===== src/rtl/boot_loader.sv =====
// Boot sequencer: streams an instruction image and a data image into CPU memories,
// runs the CPU for a fixed number of cycles, then streams selected data words back out.
module boot_loader #(
    parameter int IMEM_WORDS = 512,
    parameter int DMEM_WORDS = 1024
) (
    input  logic        clk,
    input  logic        arst_n,
    input  logic        start,
    input  logic [31:0] run_cycles,
    input  logic [10:0] rb_count,
    output logic        busy,
    output logic        done,
    output logic        overflow,
    input  logic        in_valid,
    output logic        in_ready,
    input  logic [63:0] in_data,
    input  logic        in_last,
    output logic        rb_valid,
    input  logic        rb_ready,
    output logic [63:0] rb_data,
    output logic [63:0] addr_ext,
    output logic        wen_ext,
    output logic        ren_ext,
    output logic [31:0] wdata_ext,
    input  logic [31:0] rdata_ext,
    output logic [63:0] addr_ext_2,
    output logic        wen_ext_2,
    output logic        ren_ext_2,
    output logic [63:0] wdata_ext_2,
    input  logic [63:0] rdata_ext_2,
    output logic        cpu_enable
);

    typedef enum logic [2:0] {
        IDLE, LOAD_I, LOAD_D, RUN, RD_REQ, RD_WAIT, RD_OUT, FIN
    } state_t;

    localparam logic [31:0] IMEM_DEPTH = IMEM_WORDS;
    localparam logic [31:0] DMEM_DEPTH = DMEM_WORDS;

    state_t      state;
    state_t      state_next;
    logic [11:0] index;
    logic [31:0] run_cfg;
    logic [31:0] run_left;
    logic [11:0] rb_limit;
    logic        wr_room;
    logic        unused_rdata;

    // The instruction port is write-only from the loader's side.
    assign unused_rdata = ^rdata_ext;

    assign wr_room = (state == LOAD_D) ? (32'(index) < DMEM_DEPTH)
                                       : (32'(index) < IMEM_DEPTH);
    assign busy    = (state != IDLE);
    assign done    = (state == FIN);

    always_ff @(posedge clk or negedge arst_n) begin
        if (!arst_n) begin
            state    <= IDLE;
            index    <= 12'd0;
            overflow <= 1'b0;
            run_cfg  <= 32'd0;
            run_left <= 32'd0;
            rb_limit <= 12'd0;
            rb_data  <= 64'd0;
        end else begin
            state <= state_next;
            case (state)
                IDLE: begin
                    if (start) begin
                        index    <= 12'd0;
                        overflow <= 1'b0;
                        run_cfg  <= run_cycles;
                        rb_limit <= (32'(rb_count) > DMEM_DEPTH) ? 12'(DMEM_WORDS)
                                                                 : {1'b0, rb_count};
                    end
                end
                LOAD_I, LOAD_D: begin
                    if (in_valid) begin
                        if (!wr_room) begin
                            overflow <= 1'b1;
                        end
                        // Saturate rather than wrap so late beats can never alias low addresses.
                        if (in_last) begin
                            index <= 12'd0;
                        end else if (index != 12'hFFF) begin
                            index <= index + 12'd1;
                        end
                        if (state == LOAD_D && in_last) begin
                            run_left <= run_cfg;
                        end
                    end
                end
                RUN:     run_left <= run_left - 32'd1;
                RD_WAIT: rb_data  <= rdata_ext_2;
                RD_OUT: begin
                    if (rb_ready) begin
                        index <= index + 12'd1;
                    end
                end
                default: ;
            endcase
        end
    end

    always_comb begin
        state_next  = state;
        in_ready    = 1'b0;
        wen_ext     = 1'b0;
        ren_ext     = 1'b0;
        addr_ext    = 64'd0;
        wdata_ext   = 32'd0;
        wen_ext_2   = 1'b0;
        ren_ext_2   = 1'b0;
        addr_ext_2  = 64'd0;
        wdata_ext_2 = 64'd0;
        cpu_enable  = 1'b0;
        rb_valid    = 1'b0;
        case (state)
            IDLE: begin
                if (start) begin
                    state_next = LOAD_I;
                end
            end
            LOAD_I: begin
                in_ready = 1'b1;
                if (in_valid) begin
                    if (wr_room) begin
                        wen_ext   = 1'b1;
                        addr_ext  = {50'd0, index, 2'b00};
                        wdata_ext = in_data[31:0];
                    end
                    if (in_last) begin
                        state_next = LOAD_D;
                    end
                end
            end
            LOAD_D: begin
                in_ready = 1'b1;
                if (in_valid) begin
                    if (wr_room) begin
                        wen_ext_2   = 1'b1;
                        addr_ext_2  = {49'd0, index, 3'b000};
                        wdata_ext_2 = in_data;
                    end
                    if (in_last) begin
                        state_next = (run_cfg == 32'd0) ? RD_REQ : RUN;
                    end
                end
            end
            RUN: begin
                cpu_enable = 1'b1;
                if (run_left == 32'd1) begin
                    state_next = RD_REQ;
                end
            end
            RD_REQ: begin
                if (index == rb_limit) begin
                    state_next = FIN;
                end else begin
                    ren_ext_2  = 1'b1;
                    addr_ext_2 = {49'd0, index, 3'b000};
                    state_next = RD_WAIT;
                end
            end
            RD_WAIT: state_next = RD_OUT;
            RD_OUT: begin
                rb_valid = 1'b1;
                if (rb_ready) begin
                    state_next = RD_REQ;
                end
            end
            FIN:     state_next = IDLE;
            default: state_next = IDLE;
        endcase
    end

endmodule


===== config.mk =====
export PLATFORM = sky130hd
export DESIGN_NAME = boot_loader
export DESIGN_NICKNAME = d
export VERILOG_FILES = /design/src/rtl/boot_loader.sv
export SDC_FILE = /design/constraint.sdc
export NUM_CORES = 1
export LEC_CHECK = 0
export CORE_AREA = 2 2 197 199
export DETAILED_ROUTE_END_ITERATION = 8
export DIE_AREA = 0 0 199 201
export SLEW_MARGIN = 20
export SYNTH_ARGS = -nofsm -noshare
export SYNTH_HDL_FRONTEND = slang
export SYNTH_SLANG_ARGS = --single-unit

===== constraint.sdc =====
create_clock -name clk -period 4.2 [get_ports clk]
set_clock_uncertainty 0.2 [all_clocks]
set_input_delay 0.84 -clock clk [delete_from_list [all_inputs] [get_ports clk]]
set_output_delay 0.84 -clock clk [all_outputs]
set_load 0.01 [all_outputs]

Word-level counts from Yosys, hierarchy flattened
Cells that the tools add are included.

$add $sub $neg: 2. Order comparisons: 3. Eq/ne operators: 21. Muxes and demuxes: 47. Reductions and logical operators: 13.

Operators by type and width (number): two-way mux 64 bit (3); two-way mux 32 bit (5); case mux 32 bit (2 select lines) (1); two-way mux 12 bit (5); two-way mux 15 bit (3); two-way mux 14 bit (3); case mux 12 bit (3 select lines) (1); equality test 32 x 1 -> 1 bit (second input constant) (1); logical NOT 32 bit (1); subtractor 32 x 1 -> 32 bit (second input constant) (1); case mux 15 bit (2 select lines) (1); two-way mux 3 bit (8); case mux 3 bit (8 select lines) (1); != test 2 bit (second input constant) (8); two-way mux 1 bit (13); adder 12 x 1 -> 12 bit (second input constant) (1); equality test 12 bit (1); equality test 3 bit (second input constant) (4); < comparator 12 x 10 -> 1 bit (second input constant) (1); < comparator 12 x 11 -> 1 bit (second input constant) (1); != test 12 bit (second input constant) (1); > comparator 11 bit (second input constant) (1); two-way mux 11 bit (1); AND reduction 7 bit (1); 15 further kinds (19).

Register bits after elaboration: 156. Bits of input ports: 209. Output and inout bits: 298.

Logic depth before layout (Yosys ltp)
Gate-level depths: netlist (run 1).

Depth after elaboration: 5. Mapped depth: 8. Mapped depth without buffers: 7.

Least setup slack after synthesis (run 1)
Ideal clock, no wire load.

Path kind: register to output. Start: register index[9]. End: output addr_ext_2[10]. Arrival time: 1863 ps. Path slack: 1297 ps. Stages on the path, launching flop included: 8. Buffers on the path: 2. Cells stage by stage: dfrtp_1 > clkbuf_1 > xor2_1 > nor4_1 > a31oi_1 > or2_2 > clkbuf_1 > and2_1.

Longest elaborated chain between the ends: 5.

Ends and longest elaborated chain: from (decl) (RTL line 44) `logic [11:0] index;`; from (signal assigned) (RTL line 89) `index <= index + 12'd1;`; from (signal assigned) (RTL line 100) `index <= index + 12'd1;`; < comparator 12 x 10 -> 1 bit or < comparator 12 x 11 -> 1 bit (tied branches) (RTL line 55, 54); two-way mux 1 bit (RTL line 54) `assign wr_room = (state == LOAD_D) ? (32'(index) < DMEM_DEPTH)`; two-way mux 15 bit (RTL line 143) `if (wr_room) begin`; two-way mux 15 bit (RTL line 142) `if (in_valid) begin`; case mux 15 bit (2 select lines) (*) (RTL line 121) `case (state)`; to (decl) (RTL line 27) `output logic [63:0] addr_ext_2,`.

Every way passes the cells marked *; elsewhere a longest branch is shown, timed or not.

Worst setup path after layout (run 1)
Start: register index[7]. End: output addr_ext_2[8].

The elaborated chain is that of the path after synthesis.

==> results of run 1 <==
## stage by stage
stage	util (%)	setup slack (ns)
CTS	35.0	0.0566
global route	35.1	0.0274
floorplan	-	1.30
detailed placement	33.5	0.216
finish	35.1	0.219
global placement	33.5	0.227
## power by group
group	leakage, nW	internal (W)	switching (W)
combinational	3.42	0.00199	0.00189
sequential	1.91	0.00216	0.000531
clock	0.280	0.000933	0.000643
## kinds of logic (layout without fill, tap and decap cells)
family / after synthesis / after routing
muxes: 65 / 65
DFF: 155 / 155
and+or+nand+nor: 394 / 394
buffers and inverters: 173 / 427
AOI/OAI and AO/OA: 141 / 141
adders and majority gates: 3 / 3
other: 1 / 108
xor gates and xnor gates: 14 / 14
## cells in the mapped netlist, types with 3 or more instances
master and number:
nor2_1 32, o211ai_1 3, a22oi_1 4, a31oi_1 6
or2_2 4, o2bb2ai_1 3, nand2b_1 12, clkbuf_1 41
inv_1 9, buf_1 4, a21oi_1 24, o31ai_1 8
or4_1 6, and3_1 4, a32oi_1 4, nand3_1 16
dfrtp_1 155, a22o_1 4, o22ai_1 4, a221o_1 8
and2_1 118, o311ai_0 3, buf_4 108, nor3_1 17
o311a_1 3, nor4_1 22, buf_2 9, o21ai_0 47
nand4_1 6, nor3b_1 4, ha_1 3, or3_1 6
mux2_2 64, nand2_1 129, nor2b_1 4, xor2_1 12
## flip-flops by register name (all words and copies together), names as in the netlist
register  count
run_left     32
overflow      1
run_cfg      32
index        12
state         3
rb_limit     11
rb_data      64
## metal layers
layer	wire length (um)	vias to the layer above
li1	-	3741
met5	46	-
met2	17500	275
met4	276	6
met3	2090	23
met1	12800	3867
## worst max-delay path, stage by stage (launching register included)
cell,delay [ns]
dfrtp_1,0.48
xor2_1,0.18
nor4_1,0.46
a31oi_1,0.24
or2_2,0.46
and2_1,0.20
clkdlybuf4s50_1,0.50
## worst min-delay path by stage
stage | start | to | cells past startpoint
floorplan | rb_limit[10] | rb_limit[10] | 2
global placement | rb_data[11] | rb_data[11] | 1
detailed placement | rb_limit[10] | rb_limit[10] | 2
CTS | arst_n | run_cfg[21] | 1
global route | arst_n | run_left[21] | 1
finish | arst_n | run_cfg[21] | 1
## cell type report
class | count | area [um2]
Fill cell | 3865 | 24700
Multi-Input combinational cell | 725 | 4350
Sequential cell | 155 | 3880
Timing Repair Buffer | 386 | 3860
Tap cell | 518 | 648
Clock buffer | 20 | 437
Clock inverter | 11 | 146
Inverter | 10 | 37.5
## timing repair
| item | in CTS | in global routing |
|---|---|---|
| gates resized for setup | 0 | 2 |
| hold endpoints to repair | 0 | 0 |
| endpoints found under the setup margin | 0 | 10 |
==> impl_metrics.env, run 1 <==
export IMPL_status="finished, final reports clean"
export IMPL_cp_arrival_ns=2.94
export IMPL_antenna_found_initial=3
export IMPL_fin_cells=1825
export IMPL_die_h_um=201
export IMPL_layout_common_cells="365 x clkdlybuf4s50_1, 155 x dfrtp_1, 128 x nand2_1, 118 x and2_1, 108 x conb_1"
export IMPL_max_clock_path_buffers=2
export IMPL_routed_via_count=7912
export IMPL_synth_mux_area_share_pct=8.24
export IMPL_drt_pass1_iter_count=5
export IMPL_cts_sinks=155
export IMPL_synth_top_family_by_area="simple AND/OR/NAND/NOR gates"
export IMPL_synth_edf_count=0
export IMPL_cts_root_buffer="clkbuf_16"
export IMPL_ys_types=66
export IMPL_rows=72
export IMPL_synth_compound_area_share_pct=10.7
export IMPL_powerDensity_nw_per_um2=610
export IMPL_globalRouteMet2Util_pct=30.0
export IMPL_min_path_type="in -> async"
export IMPL_fin_tns_setup_ns=0
export IMPL_synth_area_um2=8870
export IMPL_area_growth_pct=50.6
export IMPL_synth_simple_area_share_pct=23.4
export IMPL_clock_latency_ns=0.43
export IMPL_grt_overflow=0
export IMPL_setup_viol=0
export IMPL_power_leakage_nw=5.61
export IMPL_cts_htree_levels=4
export IMPL_dieWidth_um=199
export IMPL_clk_pin_slew_ns=0.07
export IMPL_synth_xor_area_share_pct=1.38
export IMPL_start_kind="flop"
export IMPL_ys_seq_area_share_pct=43.7
export IMPL_timing_worst_setup_path_type="reg -> out"
export IMPL_vias_per_cell=4.34
export IMPL_hold_buffers=0
export IMPL_place_congestion=0.775
export IMPL_drive_gt1_share_pct=10.2
export IMPL_final_common_cell="clkdlybuf4s50_1"
export IMPL_synth_area_leaders="dfrtp_1 44%, buf_4 9.1%, and2_1 8.3%"
export IMPL_synthFlopType="dfrtp_1"
export IMPL_synth_top_cell_area_share_pct=43.7
export IMPL_async_flop_share_pct=100
export IMPL_use_met1_pct=18.5
export IMPL_fin_crit_ns=3.98
export IMPL_initial_core_util_pct=23.3
export IMPL_portBuffers=366
export IMPL_fmax_mhz=251
export IMPL_yosys_warnings=0
export IMPL_crit_end="addr_ext_2[8]"
export IMPL_worst_pin_slew_ns=0.911
export IMPL_grt_util_all_layers_pct=16.1
export IMPL_cp_data_required_time_ns=3.16
export IMPL_maxSlewHeadroom_pct=38.9
export IMPL_wl_per_cell_um=17.9
export IMPL_syn_inst=946
export IMPL_maxCapViolCount=0
export IMPL_grt_busiest_layer="met2"
export IMPL_r2r_slack_ns=1.24
export IMPL_synth_area_leader_cell="dfrtp_1"
export IMPL_reg2reg_from="index[0]"
export IMPL_cts_setup_buffers=0
export IMPL_r2r_end="index[4]"
export IMPL_crit_fanout=10
export IMPL_core_area_um2=38100
export IMPL_cp_end_kind="primary output"
export IMPL_grt_max_degree=79
export IMPL_antenna_left=0
export IMPL_rr_worst_depth=6
export IMPL_hpwlAfterDp_um=25700
export IMPL_ios=507
export IMPL_dp_cells=1794
export IMPL_vdd_drop_max_v=0.000282
export IMPL_place_area_um2=12800
export IMPL_drt_total_wl_um=32700
export IMPL_fin_nets=1507
export IMPL_syn_mean_instance_area_um2=9.38
export IMPL_drt_iter0_drc=391
export IMPL_drc=0
export IMPL_design_area_um2=13400
export IMPL_synth_fa_ha_area_share_pct=0.423
export IMPL_holdWs_ns=0.268
export IMPL_rsz0062_at_grt="false"
export IMPL_cp_startpoint="index[7]"
export IMPL_power_w=0.00816
export IMPL_antenna_cells=0
export IMPL_grt_pass1_vias=7697
export IMPL_finalMaxSlewViolations=0
export IMPL_dieArea_um2=40000
export IMPL_grt_pass1_wl_um=48100
export IMPL_use_met3_pct=3.73
export IMPL_hold_violations=0
export IMPL_synth_seq_cells=155
export IMPL_fin_crit_sh_pct=94.8
export IMPL_cts_buffers=17
export IMPL_cts_tree="built"
No activity file was read; power rests on OpenSTA's default activity.
==> inputs of run 2 (changes only) <==
--- a/config.mk
+++ b/config.mk
@@ -8,6 +8,8 @@
 export CORE_AREA = 2 2 197 199
 export DETAILED_ROUTE_END_ITERATION = 8
 export DIE_AREA = 0 0 199 201
+export HOLD_SLACK_MARGIN = 0.15
+export RECOVER_POWER = 50
 export SLEW_MARGIN = 20
 export SYNTH_ARGS = -nofsm -noshare
 export SYNTH_HDL_FRONTEND = slang
==> run 2 against run 1 <==
The run now ends with capacitance limit, slew limit left. Die area is the same. Largest power group unchanged. Fmax is essentially flat. Wire length is essentially flat. Global-route usage is the same. Sequential cell count is the same. Highest routed layer unchanged.
==> impl_metrics.env, run 2 (synthesis gave the netlist of run 1 again) <==
export IMPL_crit_fanout=10
export IMPL_core_area_um2=38100
export IMPL_violations="capacitance limit, slew limit"
export IMPL_setup_ws_ns=0.219
export IMPL_power_internal_w=0.00503
export IMPL_grt_pass1_vias=7697
export IMPL_power_leakage_nw=5.60
export IMPL_place_congestion=0.775
export IMPL_grt_overflow=0
export IMPL_initial_core_util_pct=23.3
export IMPL_netSwitchingPower_w=0.00306
export IMPL_seqPwrFrac_pct=33.2
export IMPL_holdPathStages=2
export IMPL_netSwitchingFraction_pct=37.8
export IMPL_start_kind="flop"
export IMPL_cts_buffers=17
export IMPL_clk_pin_slew_ns=0.07
export IMPL_maxCapViolCount=3
export IMPL_holdPathEnd="rb_limit[10]"
export IMPL_vdd_drop_max_v=0.000274
export IMPL_reg2reg_from="state[1]"
export IMPL_rr_worst_depth=4
export IMPL_fin_tns_setup_ns=0
export IMPL_fillCellCount=3871
export IMPL_cts_setup_buffers=0
export IMPL_largest_register="rb_data"
export IMPL_area_growth_pct=50.2
export IMPL_r2r_end="rb_limit[5]"
export IMPL_antenna_found_initial=3
export IMPL_min_path_type="reg -> reg"
export IMPL_worst_pin_slew_ns=2.11
export IMPL_largest_reg_flops=64
export IMPL_max_clock_path_buffers=2
export IMPL_dieArea_um2=40000
export IMPL_finalMaxSlewViolations=165
export IMPL_cp_data_required_time_ns=3.16
export IMPL_routed_via_count=7857
export IMPL_powerDensity_nw_per_um2=607
export IMPL_setup_viol=0
export IMPL_grt_util_all_layers_pct=16.1
export IMPL_fin_nets=1507
export IMPL_hold_violations=0
export IMPL_min_from="rb_limit[10]"
export IMPL_timing_worst_setup_path_type="reg -> out"
export IMPL_power_frac_comb_pct=47.3
export IMPL_drive_gt1_share_pct=9.87
export IMPL_grt_pass1_wl_um=48100
export IMPL_cts_sinks=155
export IMPL_drt_total_wl_um=32700
export IMPL_cts_root_buffer="clkbuf_16"
export IMPL_hpwlAfterDp_um=25700
export IMPL_fin_crit_ns=3.98
export IMPL_fin_crit_sh_pct=94.8
export IMPL_grt_max_degree=79
export IMPL_drt_pass1_iter_count=5
export IMPL_portBuffers=366
export IMPL_ff_latch_area_um2=3880
export IMPL_maxSlewHeadroom_pct=-40.4
export IMPL_r2r_slack_ns=0.89
export IMPL_power_frac_clock_pct=19.5
export IMPL_cts_htree_levels=4
export IMPL_preCtsSetupSlack_ns=0.216
export IMPL_vias_per_cell=4.30
export IMPL_antenna_left=0
export IMPL_final_common_cell="clkdlybuf4s50_1"
export IMPL_multi_input_area_um2=4350
export IMPL_fmax_mhz=251
export IMPL_wl_per_cell_um=17.9
export IMPL_rows=72
export IMPL_cp_arrival_ns=2.94
export IMPL_cp_end_kind="primary output"
export IMPL_drt_iter0_drc=373
export IMPL_die_h_um=201
export IMPL_rsz0062_at_grt="false"
export IMPL_top_regs="rb_data: 64 flops, run_cfg: 32 flops, run_left: 32 flops"
export IMPL_drc=0
export IMPL_cts_tree="built"
export IMPL_clock_latency_ns=0.42
export IMPL_ios=507
export IMPL_dieWidth_um=199
export IMPL_layout_common_cells="333 x clkdlybuf4s50_1, 155 x dfrtp_1, 129 x nand2_1, 118 x and2_1, 108 x conb_1"
export IMPL_status="complete, but fails checks"
==> run 2: critical path, cell delays in order (launching register included) <==
cell,delay (ns)
dfrtp_1,0.49
xor2_1,0.20
nor4_1,0.42
a31oi_1,0.24
or2_2,0.46
and2_1,0.20
clkdlybuf4s50_1,0.50
==> run 2: layout make-up <==
type,count,area share [%]
flip-flops and latches,155,29.1
multi-input cells,725,32.6
inverters,10,0.282
diodes,1,0.0188
clock buffers,20,3.28
well taps,518,4.86
clock inverters,11,1.10
repair buffers,386,28.8
==> run 2: timing repair <==
action	4_1_cts	5_1_grt
gates resized for setup	0	2
hold buffers	0	0
endpoints found under the setup margin	0	10
==> run 2: worst max-delay path by stage <==
stage	slack, ns	startpoint	cells after the start	endpoint
floorplan	1.30	index[9]	7	addr_ext_2[10]
global placement	0.23	in_valid	7	addr_ext_2[8]
detailed placement	0.22	in_valid	7	addr_ext_2[8]
CTS	0.06	index[2]	6	addr_ext_2[8]
global route	0.03	index[3]	6	addr_ext_2[8]
finish	0.22	index[3]	6	addr_ext_2[8]
==> run 2: routing by layer <==
| layer | global-route usage (%) | part of all wire (%) |
|---|---|---|
| met1 | 18.5 | 39 |
| met2 | 30.0 | 54 |
| met3 | 3.73 | 6.9 |
| met4 | 3.46 | 0.82 |
| met5 | 0 | 0.083 |
==> run 2: power groups by stage <==
stage	clock network [W]	registers, W	logic, W
2_1_floorplan	0	0.00270	0.00211
3_3_place_gp	0	0.00268	0.00386
3_5_place_dp	0	0.00271	0.00392
4_1_cts	0.00163	0.00269	0.00394
5_1_grt	0.00168	0.00279	0.00419
6_report	0.00157	0.00268	0.00383
==> run 2: stage by stage <==
step,cells,total power [W],instance area [um2],hold slack [ns],utilization [%]
4_1_cts,1825,0.00826,13300,0.286,35.0
6_report,1826,0.00809,13300,0.297,35.0
3_5_place_dp,1794,0.00663,12800,0.287,33.5
2_1_floorplan,1053,0.00481,9270,0.266,-
3_3_place_gp,1794,0.00654,12800,0.286,33.5
5_1_grt,1825,0.00866,13300,0.315,35.0
